**config.mk**
```make
export PLATFORM = sky130hd
export DESIGN_NAME = alu_seq_ctrl
export DESIGN_NICKNAME = d
export VERILOG_FILES = /design/src/rtl/alu_seq_pkg.sv /design/src/rtl/alu_seq_ctrl.sv
export SDC_FILE = /design/constraint.sdc
export NUM_CORES = 1
export LEC_CHECK = 0
export BUFFER_PORTS_ARGS = -buffer_cell sky130_fd_sc_hd__buf_2
export CAP_MARGIN = 5
export CORE_ASPECT_RATIO = 0.9
export CORE_UTILIZATION = 39
export CTS_CLUSTER_DIAMETER = 150
export DETAILED_ROUTE_END_ITERATION = 6
export PLACE_DENSITY = 0.71
export RECOVER_POWER = 50
export SYNTH_ARGS = -nofsm -noshare
export SYNTH_HDL_FRONTEND = slang
export SYNTH_SLANG_ARGS = --single-unit
export TNS_END_PERCENT = 1
```
**constraint.sdc**
```tcl
create_clock -name clk -period 1.55 [get_ports clk]
set_input_delay 0.155 -clock clk [delete_from_list [all_inputs] [get_ports clk]]
set_output_delay 0.155 -clock clk [all_outputs]
set_load 0.05 [all_outputs]
```
**src/rtl/alu_seq_pkg.sv**
```systemverilog
// Shared definitions for the ALU sequencer: datapath width, ALU opcodes and FSM states.
// The opcode encoding is common to the decoder, the sequencer and the ALU.
package alu_seq_pkg;

  localparam int ALU_W = 16;

  localparam logic [2:0] OP_LDAC = 3'd0;
  localparam logic [2:0] OP_ADD  = 3'd1;
  localparam logic [2:0] OP_XOR  = 3'd2;
  localparam logic [2:0] OP_MUL  = 3'd3;
  localparam logic [2:0] OP_DIV  = 3'd4;
  localparam logic [2:0] OP_MOD  = 3'd5;
  localparam logic [2:0] OP_DBL  = 3'd6;
  localparam logic [2:0] OP_SUB  = 3'd7;

  typedef enum logic [2:0] {
    S_IDLE,
    S_LOAD,
    S_ISSUE,
    S_CAPT,
    S_FLAG,
    S_DONE
  } state_t;

  function automatic logic is_div_op(input logic [2:0] op);
    return (op == OP_DIV) || (op == OP_MOD);
  endfunction

endpackage

```
**src/rtl/alu_seq_ctrl.sv**
```systemverilog
// Accumulator sequencer driving a registered ALU: one command at a time over valid/ready.
// Optional divide-by-zero rejection is enabled with `define ALU_SEQ_DIVZERO_CHK_EN.
module alu_seq_ctrl
  import alu_seq_pkg::*;
#(
  parameter int W = ALU_W
) (
  input  logic         clk,
  input  logic         rst_n,
  input  logic         cmd_valid,
  output logic         cmd_ready,
  input  logic [2:0]   cmd_op,
  input  logic [W-1:0] cmd_operand,
  output logic [W-1:0] alu_in1,
  output logic [W-1:0] alu_in2,
  output logic [2:0]   alu_op,
  input  logic [W-1:0] alu_result,
  input  logic         alu_z,
  output logic [W-1:0] ac,
  output logic         z_flag,
  output logic         busy,
  output logic         done,
  output logic         err
);

  state_t       state;
  state_t       state_nxt;
  logic [2:0]   op_q;
  logic [W-1:0] operand_q;
  logic [W-1:0] ac_q;
  logic         z_q;
  logic         accept;
  logic         div_zero;

`ifdef ALU_SEQ_DIVZERO_CHK_EN
  logic err_q;

  assign div_zero = is_div_op(cmd_op) && (cmd_operand == '0);

  // A rejected command goes straight to DONE, so err_q is high exactly in that DONE cycle.
  always_ff @(posedge clk) begin
    if (!rst_n) begin
      err_q <= 1'b0;
    end else begin
      err_q <= accept && div_zero;
    end
  end

  assign err = err_q;
`else
  assign div_zero = 1'b0;
  assign err      = 1'b0;
`endif

  assign accept  = cmd_valid && cmd_ready;
  assign alu_in1 = ac_q;
  assign alu_in2 = operand_q;
  assign ac      = ac_q;
  assign z_flag  = z_q;
  assign busy    = !cmd_ready;

  always_ff @(posedge clk) begin
    if (!rst_n) begin
      state <= S_IDLE;
    end else begin
      state <= state_nxt;
    end
  end

  always_comb begin
    state_nxt = state;
    cmd_ready = 1'b0;
    alu_op    = 3'd0;
    done      = 1'b0;
    case (state)
      S_IDLE: begin
        cmd_ready = 1'b1;
        if (cmd_valid) begin
          if (cmd_op == OP_LDAC) begin
            state_nxt = S_LOAD;
          end else if (div_zero) begin
            state_nxt = S_DONE;
          end else begin
            state_nxt = S_ISSUE;
          end
        end
      end
      S_LOAD:  state_nxt = S_DONE;
      // The only cycle a non-zero opcode reaches the ALU; zero elsewhere holds its result.
      S_ISSUE: begin
        alu_op    = op_q;
        state_nxt = S_CAPT;
      end
      S_CAPT:  state_nxt = S_FLAG;
      S_FLAG:  state_nxt = S_DONE;
      S_DONE: begin
        done      = 1'b1;
        state_nxt = S_IDLE;
      end
      default: state_nxt = S_IDLE;
    endcase
  end

  // The ALU zero flag lags its result by a cycle, hence AC in CAPT and the flag in FLAG.
  always_ff @(posedge clk) begin
    if (!rst_n) begin
      op_q      <= 3'd0;
      operand_q <= '0;
      ac_q      <= '0;
      z_q       <= 1'b0;
    end else begin
      if (accept) begin
        op_q      <= cmd_op;
        operand_q <= cmd_operand;
      end
      case (state)
        S_LOAD: begin
          ac_q <= operand_q;
          z_q  <= (operand_q == '0);
        end
        S_CAPT:  ac_q <= alu_result;
        S_FLAG:  z_q  <= alu_z;
        default: ;
      endcase
    end
  end

endmodule

```
==> results by group, run 1 <==
Global routing
  • Initial antenna violation count: 0
  • Global route total overflow: 0
  • Largest net degree at the start of global routing: 35
  • First-pass GRT wire length: 6720 um
  • Total track usage: 18.4%
  • Number of global-route vias before repair: 1354

Placed design
  • Post-DP HPWL: 3340 um
  • Port Buf Inserts: 93
  • Instance area at placement: 0.00225 mm^2
  • Placed insts: 345
  • Gpl congestion: 0.801

Floorplanning
  • I/O pin count: 95
  • Initial core utilization: 40.9%
  • Die ar.: 0.00496 mm^2
  • Rows: 23
  • Die width: 74.1 um
  • Die Ht: 66.9 um
  • Core area: 0.00446 mm^2

Worst setup path
  • Crit end category: output port
  • Critical-path cell list: or3_4 -> clkinvlp_4 -> clkbuf_4
  • Maximum fanout along the worst path: 6
  • CP top delay family: simple AND/OR/NAND/NOR gates
  • Critical path's slowest cell: or3_4
  • Critical path arrival: 1320 ps
  • WS Path Type: register to output port
  • Critical path required time: 1390 ps
  • Number of buffers and inverters on the critical path: 2
  • Crit-path max cell delay: 390 ps
  • Worst setup SP type: register

STA
  • Fmax: 0.676 GHz
  • Setup Skew: 7.02 ps
  • Worst hold slack: 101 ps
  • Hold Fails Final Rpt: 0
  • Pins over their slew limit: 0
  • Setup violators final: 0
  • Final period util: 95.4%
  • Setup TNS: 0 ps
  • Unrepaired setup endpoints after global routing: no
  • Final Critical Period: 1480 ps
  • Rel. slew slack: 59.1%
  • Slew of the pin with the lowest slew margin: 616 ps

Finish
  • Share of layout cells above drive strength 1: 25.9%
  • Final instance area: 0.00231 mm^2
  • Nets: 329
  • Fin cells: 352
  • Diodes inserted: 0
  • Fill cell count: 463
  • Area Overhead vs Synth: 26.5%

Clocking
  • Clock Tree Root: clkbuf_8
  • Post-CTS repair timing setup buffer count: 0
  • Num CTS Buffers: 5
  • Clock sink count: 39
  • Clk_lat worst skew: 290 ps
  • H-tree depth: 2
  • Clock transition at path regs: 70 ps
  • Max Buffers Root-to-Sink: 2
  • CTS tree: built

Drt
  • Vias/cell: 4.79
  • Routed Antenna Nets: 0
  • DRT Wirelength: 4500 um
  • Vias: 1685
  • DRC violations left: 0
  • WL/cell: 12.8 um
  • Drt first-iter violations: 69
  • DR pass1 iterations: 4

Synth
  • Synthesized cell area: 0.00182 mm^2
  • Post-synthesis instance total: 213
  • Most used DFF post-synth: dfxtp_1
  • Top cell type by total area after synthesis: dfxtp_1
  • Register area share after synthesis: 42.8%
  • Async S/R FF share, synth: 0%
  • Syn. warnings: 0
  • Post-Syn Area per Cell: 8.56 um^2
  • Cell with the most instances after synthesis: nand2_1
  • Synthesized flop and latch total: 39
  • Post-Synthesis Net Count: 252
  • Leading cell types by count after synthesis: nand2_1 (40), dfxtp_1 (39), nor2_1 (20)
  • Cell variety after synth: 29
  • Number of flops mapped to enable cells by yosys: 0
  • Synth area leaders: dfxtp_1 (43%), mux2i_1 (8.8%), nand2_1 (8.2%)
  • Area fraction of the dominant cell type after synthesis: 42.8%

Hold path
  • HP Class: input pin to register

Flow run
  • Max-cap violations: 0

Power
  • Power density cells: 1810 mW/mm^2
  • Leakage power: 0.922 nW
  • Worst VDD drop: 0.596 mV

Run status
  • Status: finished, final reports clean
## tightest hold or removal path, stage by stage
cell and delay, ps:
buf_2 90, nand2_1 40, a21oi_1 50
## metrics by stage
step / setup WS (ps) / total power, W / utilization, %
after floorplan: 103 / 0.00311 / -
after global placement: 235 / 0.00342 / 50.4
after detailed placement: 210 / 0.00345 / 50.4
after CTS: 13.5 / 0.00425 / 52.7
after global routing: 1.19 / 0.00441 / 51.7
final: 71.1 / 0.00418 / 51.7
## state kept, by name (all words and copies together), names as in the netlist
signal   cells
alu_in2     16
state        3
ac          16
z_flag       1
op_q         3
## repair_timing
action	in CTS	in global routing
hold endpoints to repair	0	0
setup endpoints to repair	0	4
resized for setup	0	5
hold buffers	0	0
## where the power goes
| part | total [W] | internal, W | switching, W |
|---|---|---|---|
| Combinational | 0.00202 | 0.000496 | 0.00152 |
| Clock | 0.000806 | 0.000472 | 0.000335 |
| Sequential | 0.00135 | 0.00119 | 0.000164 |
## final timing paths
kind,cells after the start,from,slack (ps),endpoint
max reg2reg,5,state[1]$_SDFFE_PN0P_,190,alu_in2[0]$_SDFFE_PN0P_
max,3,state[2]$_SDFFE_PN0P_,70,cmd_ready
min,3,cmd_operand[4],100,alu_in2[4]$_SDFFE_PN0P_
min reg2reg,2,op_q[1]$_SDFFE_PN0P_,470,op_q[1]$_SDFFE_PN0P_
## layout make-up
| class | instances | area (um^2) | share of cell area [%] |
|---|---|---|---|
| repair buffers | 103 | 508 | 22.0 |
| clock inverters | 1 | 30.0 | 1.30 |
| inverters | 2 | 11.3 | 0.488 |
| multi-input cells | 139 | 827 | 35.8 |
| well taps | 62 | 77.6 | 3.36 |
| flip-flops and latches | 39 | 781 | 33.8 |
| clock buffers | 6 | 72.6 | 3.15 |
## logic make-up (layout without fill, tap and decap cells)
group	Yosys count	in the layout	synth area share (%)
other	1	1	0.206
muxes	16	16	8.78
DFF	39	39	42.8
AOI/OAI and AO/OA	41	41	14.6
buffers and inverters	35	112	12.4
and+or+nand+nor	81	81	21.2
## cell usage in the layout (no fill, tap or decap)
cell type    n
nand2_1     40
clkbuf_8     5
nor4_1       4
bufinv_16    1
a21oi_2      4
nand3_1      3
or3_4        1
and3b_1      1
conb_1       1
clkbuf_1    45
or4b_1       1
nor2_1      19
a211oi_1    17
nor3b_1      2
inv_1        1
a21oi_1     17
o21ai_0      1
buf_12       1
clkinvlp_4   1
and3_1       3
or3_1        1
clkbuf_4     4
nor2b_2      1
buf_4        9
o22ai_1      1
nor4b_4      1
and4bb_2     1
dfxtp_1     39
buf_2       45
nor4b_1      1
mux2i_1     16
nor2_2       1
a21o_1       1
nor3_1       1
## per-layer routing
metal / track usage (%) / wire [um]
met1: 25.6 / 2200
met2: 27.3 / 2070
met3: 3.78 / 197
met4: 7.93 / 39
met5: 0 / 0
Note: power is estimated with default switching activity, not from simulation.
==> run 2, diff against run 1 <==
--- a/config.mk
+++ b/config.mk
@@ -8,10 +8,9 @@
 export BUFFER_PORTS_ARGS = -buffer_cell sky130_fd_sc_hd__buf_2
 export CAP_MARGIN = 5
 export CORE_ASPECT_RATIO = 0.9
-export CORE_UTILIZATION = 39
+export CORE_UTILIZATION = 31
 export CTS_CLUSTER_DIAMETER = 150
 export DETAILED_ROUTE_END_ITERATION = 6
-export PLACE_DENSITY = 0.71
 export RECOVER_POWER = 50
 export SYNTH_ARGS = -nofsm -noshare
 export SYNTH_HDL_FRONTEND = slang
==> run 2 against run 1 <==
  * Sequential share of layout area decreased by 0.26 points
  * Critical path depth unchanged
  * Highest routed layer unchanged
  * Combinational power hardly changed
  * First-iteration DRC count decreased by 8.7%
  * Die area rose by 25%
  * Clock-buffer cell count down 1
  * Global-route usage down 3.5 points
  * Critical path type unchanged
  * Sequential power is essentially flat
  * Setup slack got worse by 12 ps
  * Total power is 5.0% higher
  * Utilization decreased by 10 points
==> results by group, run 2 (synthesis results as in run 1) <==
Drt
  • Routed Antenna Nets: 0 (unchanged)
  • Vias: 1663 (-1.3%)
  • DR pass1 iterations: 4 (unchanged)
  • DRC violations left: 0 (unchanged)
  • WL/cell: 13.4 um (+4.7%)
  • Vias/cell: 4.63 (-3.2%)
  • Drt first-iter violations: 63 (-8.7%)
  • DRT Wirelength: 4810 um (+6.8%)

Floorplanning
  • Die Ht: 74.8 um (+12%)
  • Core area: 0.00566 mm^2 (+27%)
  • Initial core utilization: 32.2% (-8.7 points)
  • Die ar.: 0.00620 mm^2 (+25%)
  • Rows: 26 (+13%)
  • I/O pin count: 95 (unchanged)
  • Die width: 82.9 um (+12%)

Placed design
  • Port Buf Inserts: 93 (unchanged)
  • Gpl congestion: 0.749 (-6.5%)
  • Pre-CTS setup slack: 179 ps (-30.9 ps)
  • Placed insts: 352 (+2.0%)
  • Post-DP HPWL: 3540 um (+6.1%)

Worst setup path
  • FF-to-FF Start: state[0]$_SDFFE_PN0P_
  • Critical path arrival: 1340 ps (+20 ps)
  • CP startpoint: state[0]$_SDFFE_PN0P_
  • Critical path required time: 1390 ps (about the same)
  • Worst r2r path cells: 4 (-1)
  • Crit end category: output port
  • Reg2reg setup slack: 130 ps (-60 ps)
  • Reg2reg end: op_q[1]$_SDFFE_PN0P_
  • Worst setup SP type: register
  • Setup crit end: cmd_ready
  • Maximum fanout along the worst path: 12 (+6)
  • WS Path Type: register to output port

STA
  • Worst setup margin: 59.3 ps (-11.8 ps)
  • Rel. slew slack: 58.5% (-0.66 points)
  • Fmax: 0.671 GHz (-0.79%)
  • Final period util: 96.2% (+0.76 points)
  • Setup violators final: 0 (unchanged)
  • Final Critical Period: 1490 ps (+11.8 ps)
  • Setup Skew: 3.73 ps (-3.30 ps)
  • Slew of the pin with the lowest slew margin: 626 ps (+9.88 ps)
  • Setup TNS: 0 ps (unchanged)
  • Pins over their slew limit: 0 (unchanged)
  • Hold Fails Final Rpt: 0 (unchanged)
  • Unrepaired setup endpoints after global routing: no

Hold path
  • HP Class: input pin to register
  • Hold depth: 3 (unchanged)

Finish
  • Share of layout cells above drive strength 1: 26.6% (+0.78 points)
  • Area Overhead vs Synth: 28.3%
  • Diodes inserted: 0 (unchanged)
  • Commonest non-fill, non-tap cell in the layout: buf_2
  • Fin cells: 359 (+2.0%)
  • Nets: 327 (-0.61%)
  • Fill cell count: 643 (+39%)
  • Most frequent cells in the layout: buf_2 (49), clkbuf_1 (43), nand2_1 (40)

Global routing
  • GR Layer Usage met2: 23.4% (-3.9 points)
  • Total track usage: 14.9% (-3.5 points)
  • Number of global-route vias before repair: 1339 (-1.1%)
  • Largest net degree at the start of global routing: 35 (unchanged)
  • First-pass GRT wire length: 7070 um (+5.2%)
  • Met1 Use GR: 20.4% (-5.1 points)
  • Global route total overflow: 0 (unchanged)
  • Initial antenna violation count: 0 (unchanged)
  • Grt met3 use: 4.17% (+0.38 points)
  • GR peak layer: met2

Clocking
  • Clock transition at path regs: 80 ps (about the same)
  • H-tree depth: 2 (unchanged)
  • Clock Tree Root: clkbuf_8
  • Max Buffers Root-to-Sink: 2 (unchanged)
  • Clock sink count: 39 (unchanged)
  • CTS tree: built
  • Num CTS Buffers: 5 (unchanged)
  • Clk_lat worst skew: 290 ps (about the same)

Power
  • Worst VDD drop: 0.834 mV (+40%)
  • Power density cells: 1870 mW/mm^2 (+3.6%)
  • Leakage power: 0.935 nW (+1.4%)

Run status
  • Status: finished, final reports clean

Flow run
  • Max-cap violations: 0 (unchanged)
[run 2: worst min path at each step]
stage                               start                  endpoint  slack (ps)
after CTS                 cmd_operand[11]  alu_in2[11]$_SDFFE_PN0P_          90
after global placement     cmd_operand[7]   alu_in2[7]$_SDFFE_PN0P_         390
after global routing       cmd_operand[3]   alu_in2[3]$_SDFFE_PN0P_          90
after floorplan                     rst_n     state[0]$_SDFFE_PN0P_         280
after detailed placement   cmd_operand[3]   alu_in2[3]$_SDFFE_PN0P_         400
final                      cmd_operand[5]   alu_in2[5]$_SDFFE_PN0P_          90
[run 2: per-layer routing]
layer / vias to the layer above / wire (um)
li1: 862 / -
met3: 5 / 261
met2: 47 / 2220
met1: 749 / 2280
met4: 0 / 52
met5: - / 0
[run 2: area by class of cell]
class                           instances  area, um^2  share of cell area (%)
Inverter                                2        11.3                   0.481
Sequential cell                        39         786                    33.6
Timing Repair Buffer                  101         494                    21.1
Clock buffer                            5        68.8                    2.94
Tap cell                               70        87.6                    3.74
Multi-Input combinational cell        139         825                    35.2
Clock inverter                          3        67.6                    2.89
[run 2: power by group]
group | switching [W] | internal [W]
registers | 0.000183 | 0.00119
logic | 0.00151 | 0.000488
clock network | 0.000373 | 0.000642
total | 0.00206 | 0.00232
[run 2: metrics by stage]
stage / hold slack [ps] / util [%] / cell area (um^2) / total power, W
after global placement: 395 / 40.0 / 2260 / 0.00344
final: 93.2 / 41.3 / 2340 / 0.00438
after detailed placement: 404 / 40.0 / 2260 / 0.00346
after global routing: 88.2 / 41.3 / 2340 / 0.00462
after floorplan: 283 / - / 1830 / 0.00311
after CTS: 85.7 / 42.4 / 2400 / 0.00449
[run 2: critical path, stage by stage, from the launching register on]
cell and delay [ps]:
dfxtp_4 390, or3_4 410, clkinvlp_4 100, buf_8 140
[run 2: repair_timing]
action	4_1_cts	5_1_grt
buffers inserted	0	0
hold buffers	0	0
resized for setup	4	2
endpoints found under the setup margin	2	5
pin swaps	0	0
==> run 3, diff against run 2 <==
--- a/config.mk
+++ b/config.mk
@@ -7,10 +7,13 @@
 export LEC_CHECK = 0
 export BUFFER_PORTS_ARGS = -buffer_cell sky130_fd_sc_hd__buf_2
 export CAP_MARGIN = 5
+export CELL_PAD_IN_SITES_DETAIL_PLACEMENT = 0
+export CELL_PAD_IN_SITES_GLOBAL_PLACEMENT = 1
 export CORE_ASPECT_RATIO = 0.9
 export CORE_UTILIZATION = 31
 export CTS_CLUSTER_DIAMETER = 150
 export DETAILED_ROUTE_END_ITERATION = 6
+export PLACE_DENSITY_LB_ADDON = 0.1
 export RECOVER_POWER = 50
 export SYNTH_ARGS = -nofsm -noshare
 export SYNTH_HDL_FRONTEND = slang
==> run 3 against run 2 <==
  * Die area unchanged
  * Highest routed layer unchanged
  * Non-clock buffer count increased by 4
  * Sequential cell count unchanged
  * Clock-buffer cell count increased by 1
  * Critical endpoint unchanged
  * Largest cell class unchanged
  * Hold slack got worse by 4.5 ps
==> results by group, run 3 (synthesis results as in run 1) <==
Run status
  • Status: finished, final reports clean

Power
  • Worst VDD drop: 0.672 mV (-19%)
  • Leakage power: 0.928 nW (-0.70%)
  • Power density cells: 1760 mW/mm^2 (-6.3%)

Worst setup path
  • WP depth: 4 (+1)
  • Number of buffers and inverters on the critical path: 3 (+1)
  • Critical-path cell list: buf_6 -> or3_4 -> clkinvlp_4 -> buf_8
  • Worst setup SP type: register
  • Crit-path max cell delay: 370 ps (-40 ps)
  • Critical path arrival: 1350 ps (about the same)
  • Maximum fanout along the worst path: 6 (-6)
  • Crit end category: output port
  • WS Path Type: register to output port
  • Critical path required time: 1390 ps (about the same)
  • Critical path's slowest cell: or3_4
  • Worst r2r path cells: 6 (+2)
  • CP top delay family: simple AND/OR/NAND/NOR gates

STA
  • Final period util: 96.9% (+0.76 points)
  • Setup violators final: 0 (unchanged)
  • Worst setup margin: 47.5 ps (-11.8 ps)
  • Unrepaired setup endpoints after global routing: no
  • Rel. slew slack: 58.8% (+0.35 points)
  • Final Critical Period: 1500 ps (+11.8 ps)
  • Setup Skew: 10.6 ps (+6.84 ps)
  • Fmax: 0.666 GHz (-0.79%)
  • Setup TNS: 0 ps (unchanged)
  • Slew of the pin with the lowest slew margin: 620 ps (-5.29 ps)
  • Hold Fails Final Rpt: 0 (unchanged)
  • Pins over their slew limit: 0 (unchanged)

Global routing
  • Largest net degree at the start of global routing: 21 (-40%)
  • Number of global-route vias before repair: 1509 (+13%)
  • Total track usage: 16.1% (+1.2 points)
  • First-pass GRT wire length: 7740 um (+9.5%)
  • Global route total overflow: 0 (unchanged)
  • Initial antenna violation count: 0 (unchanged)

Drt
  • Vias/cell: 4.60 (-0.80%)
  • Routed Antenna Nets: 0 (unchanged)
  • DRT Wirelength: 4880 um (+1.4%)
  • Vias: 1668 (+0.30%)
  • Drt first-iter violations: 44 (-30%)
  • DR pass1 iterations: 4 (unchanged)
  • DRC violations left: 0 (unchanged)
  • WL/cell: 13.4 um (+0.26%)

Clocking
  • Num CTS Buffers: 5 (unchanged)
  • Clk_lat worst skew: 290 ps (about the same)
  • H-tree depth: 2 (unchanged)
  • Max Buffers Root-to-Sink: 2 (unchanged)
  • CTS tree: built
  • Clock transition at path regs: 80 ps (about the same)
  • Clock Tree Root: clkbuf_8
  • # hold bufs at CTS: 0 (unchanged)
  • Clock sink count: 39 (unchanged)

Finish
  • Most frequent cells in the layout: clkbuf_1 (45), buf_2 (45), nand2_1 (40)
  • Share of layout cells above drive strength 1: 27.0% (+0.32 points)
  • Post-layout util: 41.1% (-0.22 points)
  • Nets: 331 (+1.2%)
  • Area Overhead vs Synth: 27.6%
  • Diodes inserted: 0 (unchanged)
  • Final instance area: 0.00233 mm^2 (-0.53%)

Placed design
  • Port Buf Inserts: 93 (unchanged)
  • Gpl congestion: 0.739 (-1.3%)
  • Instance area at placement: 0.00226 mm^2 (-0.22%)
  • Pre-CTS setup slack: 205 ps (+25.6 ps)
  • Post-DP HPWL: 3680 um (+4.0%)

Floorplanning
  • Rows: 26 (unchanged)
  • Die width: 82.9 um (unchanged)
  • Die ar.: 0.00620 mm^2 (unchanged)
  • Die Ht: 74.8 um (unchanged)
  • Core area: 0.00566 mm^2 (unchanged)
  • Initial core utilization: 32.2% (unchanged)
  • I/O pin count: 95 (unchanged)

Hold path
  • HP Class: input pin to register
  • Hold depth: 3 (unchanged)

Flow run
  • Max-cap violations: 0 (unchanged)
run 3: changes by cell type in the layout (fill, tap and decap cells not counted), moves of 2 or more:
cell       before  now
buf_2          49   45
buf_4           6   13
bufinv_16       2    0
clkbuf_1       43   45
run 3: metal layers:
layer  up-vias  track usage (%)  wire length, um
met5         -                0                0
met4         0             5.75               45
met3         5             3.84              237
met2        47             23.2             2060
met1       742             23.5             2530
li1        874                -                -
run 3: worst reg2reg max path: stages, from the launching register on:
cell     delay [ps]
dfxtp_2         330
buf_6           120
buf_4           140
nor4b_4         260
buf_4           270
nand2_1          90
a21oi_1         120
run 3: cell type report:
type	instances	area, um^2
fill	643	3330
multi-input combinational	139	827
sequential	39	782
timing repair buffer	105	534
tap	70	87.6
clock buffer	6	72.6
clock inverter	2	12.5
inverter	2	11.3
run 3: worst paths after layout:
check | startpoint | to | slack, ps
setup / recovery | state[0]$_SDFFE_PN0P_ | cmd_ready | 50
hold / removal | cmd_operand[15] | alu_in2[15]$_SDFFE_PN0P_ | 90
setup reg to reg | state[0]$_SDFFE_PN0P_ | alu_in2[11]$_SDFFE_PN0P_ | 150
hold reg to reg | op_q[2]$_SDFFE_PN0P_ | op_q[2]$_SDFFE_PN0P_ | 470
run 3: what timing repair did:
item,in CTS,in global routing
setup endpoints to repair,2,5
buffers inserted,0,2
hold endpoints to repair,0,0
gates cloned,0,0
resized for setup,5,7
pin swaps,0,1
run 3: power by group:
part | leakage [nW] | switching, W | internal, W | total, W
combinational | 0.567 | 0.00153 | 0.000531 | 0.00206
sequential | 0.320 | 0.000167 | 0.00119 | 0.00136
clock | 0.0412 | 0.000357 | 0.000314 | 0.000671
run 3: through the flow:
step	hold WS [ps]	power, W	cells
3_3_place_gp	397	0.00345	353
2_1_floorplan	283	0.00311	213
5_1_grt	95.6	0.00432	363
3_5_place_dp	401	0.00346	353
6_report	88.7	0.00409	363
4_1_cts	86.1	0.00416	361
